--- src/rtl/dm_bus_arbiter_if.sv ---
// Bus bundle between the two data-memory masters, the arbiter and the memory port.
// slave = arbiter side, master = requester/memory side.
interface dm_bus_arbiter_if;
    logic        m0_req;
    logic [31:0] m0_addr;
    logic [31:0] m0_wdata;
    logic [3:0]  m0_byteen;
    logic        m0_ack;
    logic [31:0] m0_rdata;
    logic        m0_err;
    logic        m0_stall;

    logic        m1_req;
    logic [31:0] m1_addr;
    logic [31:0] m1_wdata;
    logic [3:0]  m1_byteen;
    logic        m1_lock;
    logic        m1_ack;
    logic [31:0] m1_rdata;
    logic        m1_err;

    logic [31:0] mem_addr;
    logic [31:0] mem_wdata;
    logic [3:0]  mem_byteen;
    logic [31:0] mem_rdata;
    logic [1:0]  owner;

    modport slave (
        input  m0_req, m0_addr, m0_wdata, m0_byteen,
        input  m1_req, m1_addr, m1_wdata, m1_byteen, m1_lock,
        input  mem_rdata,
        output m0_ack, m0_rdata, m0_err, m0_stall,
        output m1_ack, m1_rdata, m1_err,
        output mem_addr, mem_wdata, mem_byteen, owner
    );

    modport master (
        output m0_req, m0_addr, m0_wdata, m0_byteen,
        output m1_req, m1_addr, m1_wdata, m1_byteen, m1_lock,
        output mem_rdata,
        input  m0_ack, m0_rdata, m0_err, m0_stall,
        input  m1_ack, m1_rdata, m1_err,
        input  mem_addr, mem_wdata, mem_byteen, owner
    );
endinterface

--- src/rtl/dm_bus_arbiter.sv ---
// Round-robin arbiter: CPU (master 0) and DMA (master 1, lockable bursts) share
// one word-addressed data memory port with combinational read.
//
// state | meaning
// IDLE  | no grant; memory port quiet
// GNT0  | master 0 owns the port this cycle
// GNT1  | master 1 owns the port; burst_cnt counts extra locked beats
module dm_bus_arbiter #(
    parameter int DM_WORDS  = 4096,
    parameter int MAX_BURST = 4
) (
    input logic             clk,
    input logic             reset,
    dm_bus_arbiter_if.slave bus
);
    typedef enum logic [1:0] {IDLE = 2'd0, GNT0 = 2'd1, GNT1 = 2'd2} state_t;

    localparam int            BW         = (MAX_BURST > 1) ? $clog2(MAX_BURST) : 1;
    localparam logic [BW-1:0] BURST_LAST = BW'(MAX_BURST - 1);
    localparam logic [31:0]   WORD_LIMIT = 32'(DM_WORDS);

    state_t        state_q, state_d;
    logic          last_owner_q, last_owner_d;
    logic [BW-1:0] burst_cnt_q, burst_cnt_d;

    logic        m0_oor, m1_oor;
    logic        m0_ack, m1_ack, m0_err, m1_err;
    logic [31:0] m0_rdata, m1_rdata;
    logic [31:0] mem_addr, mem_wdata;
    logic [3:0]  mem_byteen;

    assign m0_oor = {2'b00, bus.m0_addr[31:2]} >= WORD_LIMIT;
    assign m1_oor = {2'b00, bus.m1_addr[31:2]} >= WORD_LIMIT;

    always_ff @(posedge clk or negedge reset) begin
        if (!reset) begin
            state_q      <= IDLE;
            last_owner_q <= 1'b1;
            burst_cnt_q  <= '0;
        end else begin
            state_q      <= state_d;
            last_owner_q <= last_owner_d;
            burst_cnt_q  <= burst_cnt_d;
        end
    end

    always_comb begin
        state_d      = state_q;
        last_owner_d = last_owner_q;
        burst_cnt_d  = burst_cnt_q;
        case (state_q)
            IDLE: begin
                if (bus.m0_req && (!bus.m1_req || last_owner_q)) begin
                    state_d = GNT0;
                end else if (bus.m1_req) begin
                    state_d     = GNT1;
                    burst_cnt_d = '0;
                end
            end
            GNT0: begin
                // m0's next request is deliberately not considered on this edge
                last_owner_d = 1'b0;
                if (bus.m1_req) begin
                    state_d     = GNT1;
                    burst_cnt_d = '0;
                end else begin
                    state_d = IDLE;
                end
            end
            GNT1: begin
                last_owner_d = 1'b1;
                if (bus.m1_lock && bus.m1_req && (burst_cnt_q < BURST_LAST || !bus.m0_req)) begin
                    if (burst_cnt_q != BURST_LAST) burst_cnt_d = burst_cnt_q + 1'b1;
                end else begin
                    burst_cnt_d = '0;
                    state_d     = bus.m0_req ? GNT0 : IDLE;
                end
            end
            default: state_d = IDLE;
        endcase
    end

    always_comb begin
        m0_ack     = 1'b0;
        m0_err     = 1'b0;
        m0_rdata   = '0;
        m1_ack     = 1'b0;
        m1_err     = 1'b0;
        m1_rdata   = '0;
        mem_addr   = '0;
        mem_wdata  = '0;
        mem_byteen = '0;
        case (state_q)
            GNT0: begin
                mem_addr   = bus.m0_addr & 32'hffff_fffc;
                mem_wdata  = bus.m0_wdata;
                mem_byteen = (bus.m0_req && !m0_oor) ? bus.m0_byteen : 4'b0000;
                m0_ack     = bus.m0_req;
                m0_err     = bus.m0_req && m0_oor;
                m0_rdata   = (bus.m0_req && !m0_oor) ? bus.mem_rdata : 32'h0;
            end
            GNT1: begin
                mem_addr   = bus.m1_addr & 32'hffff_fffc;
                mem_wdata  = bus.m1_wdata;
                mem_byteen = (bus.m1_req && !m1_oor) ? bus.m1_byteen : 4'b0000;
                m1_ack     = bus.m1_req;
                m1_err     = bus.m1_req && m1_oor;
                m1_rdata   = (bus.m1_req && !m1_oor) ? bus.mem_rdata : 32'h0;
            end
            default: ;
        endcase
    end

    assign bus.m0_ack     = m0_ack;
    assign bus.m0_err     = m0_err;
    assign bus.m0_rdata   = m0_rdata;
    assign bus.m0_stall   = bus.m0_req & ~m0_ack;
    assign bus.m1_ack     = m1_ack;
    assign bus.m1_err     = m1_err;
    assign bus.m1_rdata   = m1_rdata;
    assign bus.mem_addr   = mem_addr;
    assign bus.mem_wdata  = mem_wdata;
    assign bus.mem_byteen = mem_byteen;
    assign bus.owner      = state_q;
endmodule

--- src/flat_wrapper.sv ---
// flat-port wrapper written by rule: the top's interface ports become plain ports
module dm_bus_arbiter_flat 
#(
    parameter int DM_WORDS  = 4096,
    parameter int MAX_BURST = 4
)
  (clk, reset, bus_m0_req, bus_m0_addr, bus_m0_wdata, bus_m0_byteen, bus_m1_req, bus_m1_addr, bus_m1_wdata, bus_m1_byteen, bus_m1_lock, bus_mem_rdata, bus_m0_ack, bus_m0_rdata, bus_m0_err, bus_m0_stall, bus_m1_ack, bus_m1_rdata, bus_m1_err, bus_mem_addr, bus_mem_wdata, bus_mem_byteen, bus_owner);
  dm_bus_arbiter_if bus_i ();
  input logic clk;
  input logic reset;
  input wire logic [$bits(bus_i.m0_req)-1:0] bus_m0_req;
  input wire logic [$bits(bus_i.m0_addr)-1:0] bus_m0_addr;
  input wire logic [$bits(bus_i.m0_wdata)-1:0] bus_m0_wdata;
  input wire logic [$bits(bus_i.m0_byteen)-1:0] bus_m0_byteen;
  input wire logic [$bits(bus_i.m1_req)-1:0] bus_m1_req;
  input wire logic [$bits(bus_i.m1_addr)-1:0] bus_m1_addr;
  input wire logic [$bits(bus_i.m1_wdata)-1:0] bus_m1_wdata;
  input wire logic [$bits(bus_i.m1_byteen)-1:0] bus_m1_byteen;
  input wire logic [$bits(bus_i.m1_lock)-1:0] bus_m1_lock;
  input wire logic [$bits(bus_i.mem_rdata)-1:0] bus_mem_rdata;
  output wire logic [$bits(bus_i.m0_ack)-1:0] bus_m0_ack;
  output wire logic [$bits(bus_i.m0_rdata)-1:0] bus_m0_rdata;
  output wire logic [$bits(bus_i.m0_err)-1:0] bus_m0_err;
  output wire logic [$bits(bus_i.m0_stall)-1:0] bus_m0_stall;
  output wire logic [$bits(bus_i.m1_ack)-1:0] bus_m1_ack;
  output wire logic [$bits(bus_i.m1_rdata)-1:0] bus_m1_rdata;
  output wire logic [$bits(bus_i.m1_err)-1:0] bus_m1_err;
  output wire logic [$bits(bus_i.mem_addr)-1:0] bus_mem_addr;
  output wire logic [$bits(bus_i.mem_wdata)-1:0] bus_mem_wdata;
  output wire logic [$bits(bus_i.mem_byteen)-1:0] bus_mem_byteen;
  output wire logic [$bits(bus_i.owner)-1:0] bus_owner;
  assign bus_i.m0_req = bus_m0_req;
  assign bus_i.m0_addr = bus_m0_addr;
  assign bus_i.m0_wdata = bus_m0_wdata;
  assign bus_i.m0_byteen = bus_m0_byteen;
  assign bus_i.m1_req = bus_m1_req;
  assign bus_i.m1_addr = bus_m1_addr;
  assign bus_i.m1_wdata = bus_m1_wdata;
  assign bus_i.m1_byteen = bus_m1_byteen;
  assign bus_i.m1_lock = bus_m1_lock;
  assign bus_i.mem_rdata = bus_mem_rdata;
  assign bus_m0_ack = bus_i.m0_ack;
  assign bus_m0_rdata = bus_i.m0_rdata;
  assign bus_m0_err = bus_i.m0_err;
  assign bus_m0_stall = bus_i.m0_stall;
  assign bus_m1_ack = bus_i.m1_ack;
  assign bus_m1_rdata = bus_i.m1_rdata;
  assign bus_m1_err = bus_i.m1_err;
  assign bus_mem_addr = bus_i.mem_addr;
  assign bus_mem_wdata = bus_i.mem_wdata;
  assign bus_mem_byteen = bus_i.mem_byteen;
  assign bus_owner = bus_i.owner;
  dm_bus_arbiter #(.DM_WORDS(DM_WORDS), .MAX_BURST(MAX_BURST)) u_core (.clk(clk), .reset(reset), .bus(bus_i));
endmodule
--- config.mk ---
export PLATFORM = sky130hd
export DESIGN_NAME = dm_bus_arbiter_flat
export DESIGN_NICKNAME = d
export VERILOG_FILES = /design/src/rtl/dm_bus_arbiter_if.sv /design/src/rtl/dm_bus_arbiter.sv /design/src/flat_wrapper.sv
export SDC_FILE = /design/constraint.sdc
export NUM_CORES = 1
export LEC_CHECK = 0
export ABC_CLOCK_PERIOD_IN_PS = 2600
export BUFFER_PORTS_ARGS = -buffer_cell sky130_fd_sc_hd__buf_2
export CAP_MARGIN = 20
export CORE_AREA = 3 3 118 120
export DETAILED_ROUTE_END_ITERATION = 8
export DIE_AREA = 0 0 121 123
export PLACE_DENSITY = 0.45
export SYNTH_ARGS = -nofsm -noshare
export SYNTH_HDL_FRONTEND = slang
export SYNTH_SLANG_ARGS = --single-unit
--- constraint.sdc ---
create_clock -name clk -period 2.6 [get_ports clk]
set_clock_uncertainty 0.15 [all_clocks]
set_input_delay 0.26 -clock clk [delete_from_list [all_inputs] [get_ports clk]]
set_output_delay 0.26 -clock clk [all_outputs]
set_load 0.02 [all_outputs]
## Word-level counts from Yosys, hierarchy flattened

Index checks and enable logic that the tools add are counted.

| word-level totals | value |
|---|---|
| input bits | 173 |
| logic and storage cells | 59 |
| register bits | 5 |

| operators by class | value |
|---|---|
| reduce and logical (&&, ||, !) cells | 18 |
| bitwise gates (word level) | 2 |
| equality and inequality tests | 7 |
| $add $sub $neg | 1 |
| mux-type cells | 25 |
| $lt $le $gt $ge | 3 |

Operator list:

| cell | number |
|---|---|
| 32-bit 2-to-1 mux | 4 |
| 32-bit case mux with 2 select lines | 2 |
| 30-bit by 13-bit >= comparator with 1-bit output, second input constant | 2 |
| 2-bit 2-to-1 mux | 8 |
| 2-bit case mux with 3 select lines | 2 |
| 4-bit 2-to-1 mux | 2 |
| 4-bit case mux with 2 select lines | 1 |
| 1-bit logical AND | 7 |
| 2-bit inequality test, second input constant | 3 |
| 1-bit 2-to-1 mux | 5 |
| 1-bit logical NOT | 4 |
| 3-bit by 2-bit inequality test with 1-bit output, second input constant | 1 |
| 3-bit inequality test, second input constant | 1 |
| 3-bit AND reduction | 1 |
| 3-bit nonzero test | 1 |
| 2-bit by 1-bit adder with 2-bit output, second input constant | 1 |
| 2-bit by 1-bit == test with 1-bit output, second input constant | 1 |
| 2-bit == test, second input constant | 1 |
| 2-bit logical NOT | 1 |
| 1-bit logical OR | 2 |
| 2-bit less-than comparator, second input constant | 1 |
| 1-bit case mux with 2 select lines | 1 |
| 2-bit AND reduction | 1 |
| 2-bit nonzero test | 1 |
| other kinds (2) | 2 |

## Logic depth before layout (Yosys ltp)

| depth | value |
|---|---|
| word-level depth | 5 |
| mapped depth | 7 |
| depth with buffers taken out | 7 |

## Worst setup path before layout

OpenSTA, ideal clock, no wires.

| timing | value |
|---|---|
| path kind | reg-to-output |
| from | reg u_core.state_q[0], in the netlist u_core.bus.owner[0] |
| to | out bus_mem_addr[10] |
| data required time | 2.190 ns |
| buffers on the path | 2 |
| arrival | 1.880 ns |
| slack | 0.310 ns |
| stages on the path, launching flop included | 7 |
| path through | dfrtp_1 -> inv_1 -> ha_1 -> and2_1 -> clkbuf_1 -> clkbuf_1 -> a22o_1 |

| between the ends | value |
|---|---|
| longest elaborated chain between the ends | 2 |

RTL lines:

| element | line | RTL |
|---|---|---|
| from (decl) | dm_bus_arbiter.sv:22 | `state_t state_q, state_d;` |
| from (signal assigned) | dm_bus_arbiter.sv:41 | `state_q <= state_d;` |
| 2-bit == test or 2-bit by 1-bit == test with 1-bit output (tied branches) | dm_bus_arbiter.sv:93 | `case (state_q)` |
| 32-bit case mux with 2 select lines (*) | dm_bus_arbiter.sv:93 |  |
| to (decl) | flat_wrapper.sv:28 | `output wire logic [$bits(bus_i.mem_addr)-1:0] bus_mem_addr;` |

Every way passes the cells marked *; elsewhere a longest branch is shown, timed or not.

## Worst setup path after layout

| timing | value |
|---|---|
| from | reg u_core.state_q[0], in the netlist u_core.bus.owner[0] |
| to | out bus_mem_addr[12] |

The elaborated chain is that of the path after synthesis.

==> flow_summary.toml <==
[outcome]
status = "completed"

[cts]
clk_latency_ns = 0.22
cts_buffer_depth = 2
clk_pin_slew_ns = 0.03
cts_tree = "yes"
cts_root_buf = "clkbuf_16"
cts_buffers = 3
numClockSinks = 5
ctsHtreeMaxLevel = 1
postCtsSetupRepairBufs = 0

[logic_synthesis]
syn_area_mm2 = 0.001725
synth_edf_count = 0
async_flop_share_pct = 100.0
syn_area_per_cell_um2 = 7.535
yosysWarningCount = 0
yosysSeqAreaShare_pct = 7.324
ys.flop_type = "dfrtp_1"
synthDistinctLibCells = 35
synth_seq_cells = 5
syn_inst = 229

[global_route]
grt_use_total_pct = 12.92
overflow = 0
use_met2_pct = 25.49
use_met1_pct = 15.20
grt_util_met3_pct = 1.830
top_usage_layer = "met2"
grt_first_pass_wirelength_mm = 14.99
antenna_found_initial = 0
grt_pass1_vias = 2718
grt_max_degree = 63

[floorplanning]
die_h_um = 123
rows = 42
ios = 312
initial_core_util_pct = 13.19
fp.coreArea_mm2 = 0.01309
die_w_um = 121
die_area_mm2 = 0.01488

[worst_setup_path]
crit_fanout = 62
startpoint_type = "flip-flop"
cp_data_required_time_ns = 2.19
critPathKind = "reg2out"
endpoint_kind = "output pin"
crit_arrival_ns = 2.05

[final_layout]
n_antenna_cell = 0
area_growth_pct = 102.5
drive_above_1_share_pct = 63.79
nets = 701
design_area_mm2 = 0.003493
fin_cells = 698
final_util_pct = 26.70

[sta]
slew-limit-headroom_pct = 56.74
max_freq_mhz = 406.8
whs_ns = 0.2338
rsz0062_at_grt = "false"
worst_pin_slew_ns = 0.6490
setup_viol = 0
fin_tns_setup_ns = 0
fin_crit_ns = 2.458
fin_crit_sh_pct = 94.54
drv_slew = 0
hold_viol = 0

[drt]
routed_wirelength_mm = 11.09
drtPass1Iterations = 4
drcViolationCount = 0
ant_nets = 0
routed_via_density = 4.175
wl_per_cell_um = 15.88
vias = 2914
drt_iter0_markers = 63

[place]
gp_congestion = 0.7859
io_buffer_count = 305
dp_hpwl_mm = 10.10
placed_area_mm2 = 0.003402
placed_cells_incl_taps = 693

[pwr]
ir_drop_uv = 238.3
p_leak_uw = 0.002149
powerDensity_mw_per_mm2 = 568.6

[flow_run]
max-cap-violations = 0

[hold_path]
min_path_type = "in2async"
-- metal layers --
| layer | up-vias | wire, um |
|---|---|---|
| li1 | 1433 | - |
| met1 | 1287 | 4155 |
| met2 | 192 | 5845 |
| met3 | 2 | 1065 |
| met4 | 0 | 19 |
| met5 | - | 0 |
-- registers in the layout, summed over array words and instances, names as in the netlist --
| signal | flops |
|---|---|
| u_core.last_owner_q | 1 |
| u_core.burst_cnt_q | 2 |
| u_core.bus.owner | 2 |
-- area by class of cell --
cell class	count	area, um^2
fillers	1458	9592
flip-flops and latches	5	126.4
multi-input cells	198	1454
repair buffers	311	1599
clock buffers	4	78.83
inverters	4	15.01
well taps	176	220.2
-- worst max-delay path, stage by stage (launching register included) --
cell and delay (ns):
dfrtp_1 0.40, inv_1 0.12, ha_1 0.27, and2_4 0.59, a22o_1 0.25, buf_2 0.17
-- path summary, 6_finish.rpt --
check                                       from               endpoint  slack [ns]  cells after the start
max in group asynchronous                  reset    u_core.last_owner_q        1.85                      2
hold reg to reg            u_core.burst_cnt_q[1]  u_core.burst_cnt_q[1]        0.36                      1
setup / recovery             u_core.bus.owner[0]       bus_mem_addr[12]        0.14                      5
min in group clk                      bus_m1_req    u_core.bus.owner[1]        0.25                      3
setup reg to reg             u_core.bus.owner[0]  u_core.burst_cnt_q[0]        0.56                      7
hold / removal                             reset  u_core.burst_cnt_q[0]        0.23                      2
-- power breakdown --
| group | internal (uW) | switching [uW] | leakage (uW) | total, uW |
|---|---|---|---|---|
| logic | 628 | 988 | 0.00205 | 1620 |
| clock network | 203 | 46.5 | 0.0000382 | 249 |
| registers | 103 | 18.2 | 0.0000639 | 121 |
| total | 934 | 1050 | 0.00215 | 1990 |
-- cells by family (layout without fill, tap and decap cells) --
family	count (synthesis)	in the layout	share of synthesized area, %
compound gates	75	75	37.06
fa+ha+maj	5	5	3.626
buf+inv	27	319	8.918
flops	5	5	7.325
mux	2	2	1.305
other cells	1	2	0.2173
simple gates	114	114	41.55
-- through the flow --
stage,power (uW),worst slack (ns)
finish,1986,0.1420
CTS,2008,0.05360
global placement,1738,0.06214
detailed placement,1749,0.01115
floorplan,1127,0.3099
global route,2113,0.01801
-- cells in the final DEF (no fill, tap or decap), drive strengths merged --
cell         count
buf            310
and2            66
a22o            63
nand2           11
nor3            10
nor4             8
nor2             7
nand3            7
ha               5
o21a             4
dfrtp            4
inv              4
clkbuf           4
a21oi            3
mux2             2
conb             2
o21ai            2
nor2b            1
nand2b           1
a2111oi          1
and3             1
a221o            1
nand3b           1
o22ai            1
or4b             1
dlygate4sd3      1
dfstp            1
-- what timing repair did --
action / in CTS / in global routing
resized for setup: 1 / 1
endpoints found under the setup margin: 62 / 41
endpoints found under the hold margin: 5 / 0
hold buffers: 1 / 0
gates cloned: 0 / 0
-- Yosys cell counts, types with 5 or more instances --
master / instances / share of area [%]
a22o_1: 62 / 31
nor2_1: 7 / 1.5
nand3_1: 5 / 1.5
ha_1: 5 / 3.6
and2_1: 64 / 23
buf_6: 6 / 3.9
nand2_1: 9 / 2.0
nor3_1: 8 / 2.3
clkbuf_1: 15 / 3.3
Note: power is estimated with default switching activity, not from simulation.
